## config.mk

```make
export PLATFORM = sky130hd
export DESIGN_NAME = lifo_stack
export DESIGN_NICKNAME = d
export VERILOG_FILES = /design/src/rtl/lifo_stack_pkg.sv /design/src/rtl/lifo_stack_mem.sv /design/src/rtl/lifo_stack.sv
export SDC_FILE = /design/constraint.sdc
export NUM_CORES = 1
export LEC_CHECK = 0
export BUFFER_PORTS_ARGS = -buffer_cell sky130_fd_sc_hd__buf_2
export CAP_MARGIN = 20
export CORE_MARGIN = 2
export CORE_UTILIZATION = 52
export CTS_CLUSTER_DIAMETER = 50
export DETAILED_ROUTE_END_ITERATION = 10
export PLACE_DENSITY = 0.73
export SYNTH_ARGS = -nofsm -noshare
export SYNTH_HDL_FRONTEND = slang
export SYNTH_HIERARCHICAL = 1
export SYNTH_SLANG_ARGS = --single-unit
```

## constraint.sdc

```tcl
create_clock -name Clk -period 2.55 [get_ports Clk]
set_input_delay 0.3825 -clock Clk [delete_from_list [all_inputs] [get_ports Clk]]
set_output_delay 0.3825 -clock Clk [all_outputs]
set_load 0.02 [all_outputs]
```

## src/rtl/lifo_stack_pkg.sv

```systemverilog
// Shared constants, word type and operation decode for the LIFO stack.
package lifo_stack_pkg;

  localparam int unsigned DEF_WIDTH = 4;
  localparam int unsigned DEF_DEPTH = 8;
  localparam int unsigned PTR_W     = $clog2(DEF_DEPTH) + 1;

  typedef logic [DEF_WIDTH-1:0] word_t;

  // The count holds 0..DEPTH inclusive, so it needs one bit more than the address.
  function automatic int unsigned ptr_width(input int unsigned depth);
    return $clog2(depth) + 1;
  endfunction

  typedef enum logic [1:0] {
    OP_IDLE,
    OP_PUSH,
    OP_POP,
    OP_REPLACE
  } op_e;

endpackage

```

## src/rtl/lifo_stack_mem.sv

```systemverilog
// DEPTH x WIDTH register file: one synchronous write port, one asynchronous read port.
module lifo_stack_mem
  import lifo_stack_pkg::*;
#(
  parameter int unsigned WIDTH = DEF_WIDTH,
  parameter int unsigned DEPTH = DEF_DEPTH,
  parameter int unsigned AW    = $clog2(DEPTH)
) (
  input  logic             clk,
  input  logic             we,
  input  logic [AW-1:0]    waddr,
  input  logic [WIDTH-1:0] wdata,
  input  logic [AW-1:0]    raddr,
  output logic [WIDTH-1:0] rdata
);

  logic [WIDTH-1:0] mem [DEPTH];

  // Contents are intentionally not reset; the occupancy count defines validity.
  always_ff @(posedge clk) begin
    if (we) begin
      mem[waddr] <= wdata;
    end
  end

  assign rdata = mem[raddr];

endmodule

```

## src/rtl/lifo_stack.sv

```systemverilog
// Synchronous LIFO stack with registered Data_Out and count-decoded Full/Empty flags.
module lifo_stack
  import lifo_stack_pkg::*;
#(
  parameter int unsigned WIDTH = DEF_WIDTH,
  parameter int unsigned DEPTH = DEF_DEPTH
) (
  input  logic             Clk,
  input  logic             RstN,
  input  logic             Push,
  input  logic             Pop,
  input  logic [WIDTH-1:0] Data_In,
  output logic [WIDTH-1:0] Data_Out,
  output logic             Full,
  output logic             Empty
);

  localparam int unsigned AW = $clog2(DEPTH);
  localparam int unsigned CW = ptr_width(DEPTH);

  logic [CW-1:0]    count;
  logic [CW-1:0]    top_ptr;
  logic [AW-1:0]    waddr;
  logic [WIDTH-1:0] top_word;
  logic             we;
  op_e              op;

  assign Full    = (count == CW'(DEPTH));
  assign Empty   = (count == '0);
  assign top_ptr = count - CW'(1);

  // Push+Pop on an empty stack degrades to a plain push; on a full stack it is a replace.
  always_comb begin
    op = OP_IDLE;
    if (Push && Pop && !Empty) begin
      op = OP_REPLACE;
    end else if (Push && !Full) begin
      op = OP_PUSH;
    end else if (Pop && !Empty) begin
      op = OP_POP;
    end
  end

  always_comb begin
    we    = (op == OP_PUSH) || (op == OP_REPLACE);
    waddr = (op == OP_PUSH) ? count[AW-1:0] : top_ptr[AW-1:0];
  end

  lifo_stack_mem #(
    .WIDTH (WIDTH),
    .DEPTH (DEPTH),
    .AW    (AW)
  ) u_mem (
    .clk   (Clk),
    .we    (we),
    .waddr (waddr),
    .wdata (Data_In),
    .raddr (top_ptr[AW-1:0]),
    .rdata (top_word)
  );

  always_ff @(posedge Clk) begin
    if (!RstN) begin
      count    <= '0;
      Data_Out <= '0;
    end else begin
      case (op)
        OP_PUSH: begin
          count <= count + CW'(1);
        end
        OP_POP: begin
          Data_Out <= top_word;
          count    <= top_ptr;
        end
        OP_REPLACE: begin
          Data_Out <= top_word;
        end
        default: ;
      endcase
    end
  end

endmodule

```

* Word level (Yosys, flattened, before mapping)
Memory sizes are Yosys's and may differ from the RTL's. A register that Yosys moved wholly into a read port is not among the register bits.
Cells that the tools add are included.
** Operators by class
- Add/sub/neg operators :: 2
- Equality and inequality tests :: 4
- Mux-type cells :: 7
- Reduce and logical (&&, ||, !) cells :: 11
** Operator list (count)
- one-hot mux 4 bit (2 select lines) :: 1
- 2-to-1 mux 2 bit :: 3
- adder 4 x 1 -> 4 bit (second input constant) :: 1
- == test 2 bit (second input constant) :: 2
- == test 4 bit (second input constant) :: 1
- logical AND 1 bit :: 4
- logical NOT 4 bit :: 1
- subtractor 4 x 1 -> 4 bit (second input constant) :: 1
- logical NOT 1 bit :: 3
- 2-to-1 mux 3 bit :: 1
- == test 2 x 1 -> 1 bit (second input constant) :: 1
- 2-to-1 mux 1 bit :: 2
- nonzero test 2 bit :: 1
- OR reduction 2 bit :: 1
- logical OR 1 bit :: 1
** Word-level totals
- Register bits after elaboration :: 4
- RAM bits :: 32
- Input port bits :: 8
- Output and inout port bits :: 6
- Logic and storage cells :: 26
- Memories kept :: 1
** Memory list
- u_mem.mem :: words 8, bits a word 4, read ports 1, clocked after Yosys merged registers in 1, wr ports 1, RTL line lifo_stack_mem.sv:17 : logic [WIDTH-1:0] mem [DEPTH];

* Logic depth before layout (Yosys ltp)
- Depth after elaboration :: 10
- Mapped depth :: 9
- Depth with buffers taken out :: 8

* By module
The synthesis kept the hierarchy.
** By module, submodules not included
- lifo_stack_mem :: times used 1, cells each 59, area each 1290.0 µm², sequential area each 960.9 µm²
- lifo_stack :: times used 1, cells each 61, area each 513.0 µm², sequential area each 160.2 µm²

* Worst setup path before layout
No wires, ideal clock.
- Path kind :: register to register
- Start point :: reg count[0]
- End point :: mem u_mem/mem[0][0] (netlist bit), enable pin
- Library setup time :: 0.361 ns
- Arrival :: 2.037 ns
- Required time :: 2.189 ns
- Setup slack :: 0.152 ns
- Cell stages (with the launch flop) :: 10
- Buffers on the path :: 1
- Clock period less this slack :: 2.398 ns
- Path through :: dfxtp_1 > inv_1 > ha_1 > buf_2 > and3b_4 > a211o_4 > nand2_1 > xnor2_1 > nand2b_1 > nor3_1
** On the way
- Elaborated cells on any way between the ends :: 17
- Classes of those cells :: add/sub (1); eq/ne (3); mux (6); reduce/logical (7)
** RTL lines
- from (decl) :: RTL line lifo_stack.sv:21 : logic [CW-1:0] count;
- from (signal assigned) :: RTL line lifo_stack.sv:69 : count <= count + CW'(1);
- from (signal assigned) :: RTL line lifo_stack.sv:73 : count <= top_ptr;
- subtractor 4 x 1 -> 4 bit :: RTL line lifo_stack.sv:30 : assign top_ptr = count - CW'(1);
- net top_ptr[0] :: RTL line lifo_stack.sv:22 : logic [CW-1:0] top_ptr;
- 2-to-1 mux 3 bit :: RTL line lifo_stack.sv:46 : waddr = (op == OP_PUSH) ? count[AW-1:0] : top_ptr[AW-1:0];
- to (decl) :: RTL line lifo_stack_mem.sv:17
The timed path passes the listed nets, and every way through them passes these cells.

* Final worst setup path
- Start point :: reg count[0]
- End point :: mem u_mem/mem[0][3] (netlist bit), enable pin
The elaborated chain is that of the path after synthesis.

==> flow_summary.yaml <==
logic_synthesis:
  ys_types: 31
  syn_area_um2: 1803
  ys_seq_elements: 40
  synth_flop_cell: "edfxtp_1"
  yosysSeqAreaShare_pct: 62.18
  synth_edf_count: 32
  syn-num-nets: 130
  yosysWarnings: 6
  synthCells: 120
  synthArstFlopShare_pct: 0
  synth.avg_cell_area_um2: 15.02
power:
  p_clk_share_pct: 24.9
  internal_power_uw: 1404
  swShare_pct: 29.19
  p_per_area_nw_per_um2: 965.1
  p_sw_uw: 578.7
  leakagePower_uw: 0.0007864
  pwr-share-seq_pct: 43.0
  p_comb_share_pct: 32.2
  peakVddDrop_uv: 444.8
cts:
  htree_levels: 2
  cts_buffers: 5
  worstSkewPairLatency_ps: 330
  clockBufferDepth: 2
  cts_resized: 0
  clock-sinks: 40
  cts_tree: "done"
  cts.clk_slew.worst_paths_ps: 110
  cts_hold_buf: 0
  root_buffer: "clkbuf_4"
  postCtsSetupBuffers: 0
place:
  io_buffer_count: 13
  dp_hpwl_um: 2317
  place.gp.congestion: 0.7625
  post-place-cells: 180
  dpl_cell_area_um2: 1936
grt:
  antenna_found_initial: 0
  grt_max_degree: 13
  track_usage_pct: 17.60
  gr-total-overflow: 0
  grt_pass1_vias: 1043
  grt_pass1_wl_um: 5202
timing:
  hold_slack_ps: 329.9
  slew_viol_final: 0
  clock-skew-final_ps: 3.904
  fin_tns_setup_ps: 0
  finalHoldViolCount: 0
  setup_violations: 0
  period_needed_ps: 2377
  fin_crit_sh_pct: 93.21
  rsz0062_at_grt: "false"
  max-slew-margin-rel_pct: 77.24
  worst_slew_pin_slew_ps: 338.8
  max_freq_ghz: 0.4207
setup_path:
  start_kind: "flop"
  slowest_stage: "dfxtp_2"
  cp_num_buf_inv: 2
  cp.required_ps: 2610
  ff2ff_path_depth: 9
  reg2reg_setup_slack_ps: 170
  r2r_start: "count[0]"
  cpLargestDelayFamily: "simple AND/OR/NAND/NOR gates"
  worstPathCellList: "inv_1, ha_1, and3b_4, a211o_4, nand2_1, xnor2_1, nand2b_1, nor3_1, buf_4"
  r2r-end: "u_mem/mem[0][3]"
  setup.worst_path.end_class: "flop"
  path_class: "reg2reg"
  slowest_delay_ps: 380
  crit_arrival_ps: 2440
  worstPathMaxFanout: 7
cells_and_area:
  final_cell_mix: "edfxtp_1, buf_2, nand2_1"
  fin_cells: 187
  fin_nets: 151
  areaGrowthSynthToFinish_pct: 13.95
  layout_commonest_cell: "edfxtp_1"
  n_antenna_cell: 0
  drive_gt1_share_pct: 27.66
  fin_area_um2: 2054
min_path:
  holdCritPathClass: "in2reg"
  holdPathEnd: "u_mem/mem[4][3]"
  min_path_cells: 1
  holdCritStartpoint: "Data_In[3]"
job:
  cap_viol_max_count: 0
detailed_routing:
  vias: 1032
  ant_nets: 0
  first_pass_iters: 4
  first_iter_violations: 57
  vias_per_cell: 5.519
  drc: 0
  wirelength_um: 3094
  wl_per_cell_um: 16.55
floorplanning:
  die_x_um: 62.89
  die_area_um2: 3955
  start_util_pct: 54.03
  num_rows: 21
  top_level_ports: 14
  core_um2: 3337
  die_h_um: 62.89
outcome:
  status: "complete, no violations"
[power by group through the flow]
stage	Clock (µW)	Combinational, µW	Sequential [µW]
2_1_floorplan	0	452	868
3_3_place_gp	0	608	857
3_5_place_dp	0	619	866
4_1_cts	498	621	850
5_1_grt	533	701	862
6_report	493	638	852
[sequential cells by signal, indices dropped and copies added (netlist names)]
signal,cells
u_mem/mem,32
count,4
Data_Out,4
[through the flow]
step,power [µW],utilization [%],setup slack [ps]
floorplan,1320,-,151.7
global placement,1465,58.01,250.1
detailed placement,1484,58.01,122.2
CTS,1970,60.93,104.0
global route,2095,61.57,51.29
finish,1983,61.57,173.2
[metal layers]
| metal | vias to the layer above | track usage (%) | share of wire, % |
|---|---|---|---|
| met3 | 2 | 4.144 | 5.3 |
| met2 | 34 | 29.26 | 50 |
| met5 | - | 0 | 0 |
| li1 | 499 | - | - |
| met1 | 497 | 22.78 | 44 |
| met4 | 0 | 5.833 | 0.45 |
[cells in the mapped netlist (2+ instances only)]
library cell | instances | area [µm²]
inv_1 | 6 | 22.52
a21oi_1 | 3 | 15.01
edfxtp_1 | 32 | 960.9
ha_1 | 2 | 25.02
dfxtp_1 | 8 | 160.2
mux2i_1 | 6 | 60.06
nand2_1 | 10 | 37.54
nor2_1 | 11 | 41.29
xnor2_1 | 2 | 17.52
nand2b_1 | 5 | 31.28
nor3_1 | 5 | 25.02
mux2_2 | 4 | 45.04
mux4_1 | 8 | 210.2
[how the worst max path moves through the flow]
stage                                  to  depth (start not counted)      from
final                     u_mem/mem[0][3]                          9  count[0]
after CTS                 u_mem/mem[5][0]                          7  count[0]
after global placement    u_mem/mem[1][1]                          8  count[0]
after floorplan           u_mem/mem[0][0]                          9  count[0]
after global routing      u_mem/mem[0][3]                          9  count[0]
after detailed placement  u_mem/mem[5][1]                          7  count[0]
[area by class of cell]
cell class / instances / area (µm²)
clock buffers: 5 / 37.54
fillers: 252 / 1282
inverters: 6 / 22.52
well taps: 46 / 57.56
multi-input cells: 70 / 650.6
flip-flops and latches: 40 / 1124
repair buffers: 18 / 102.6
clock inverters: 2 / 60.06
[kinds of logic after synthesis]
logic type                 after synthesis  share of synthesized area, %
adders and majority gates                2                         1.388
muxes                                   18                         17.49
AOI/OAI and AO/OA                       12                         5.483
buffers and inverters                   10                         2.775
DFF                                     40                         62.18
xor gates and xnor gates                 3                         1.458
and+or+nand+nor                         35                         9.230
[worst register-to-register path, stage by stage (launching register included)]
cell	delay [ps]
dfxtp_2	380
inv_1	70
ha_1	260
and3b_4	210
a211o_4	360
nand2_1	100
xnor2_1	100
nand2b_1	250
nor3_1	210
buf_4	180
Note: power is estimated with default switching activity, not from simulation.
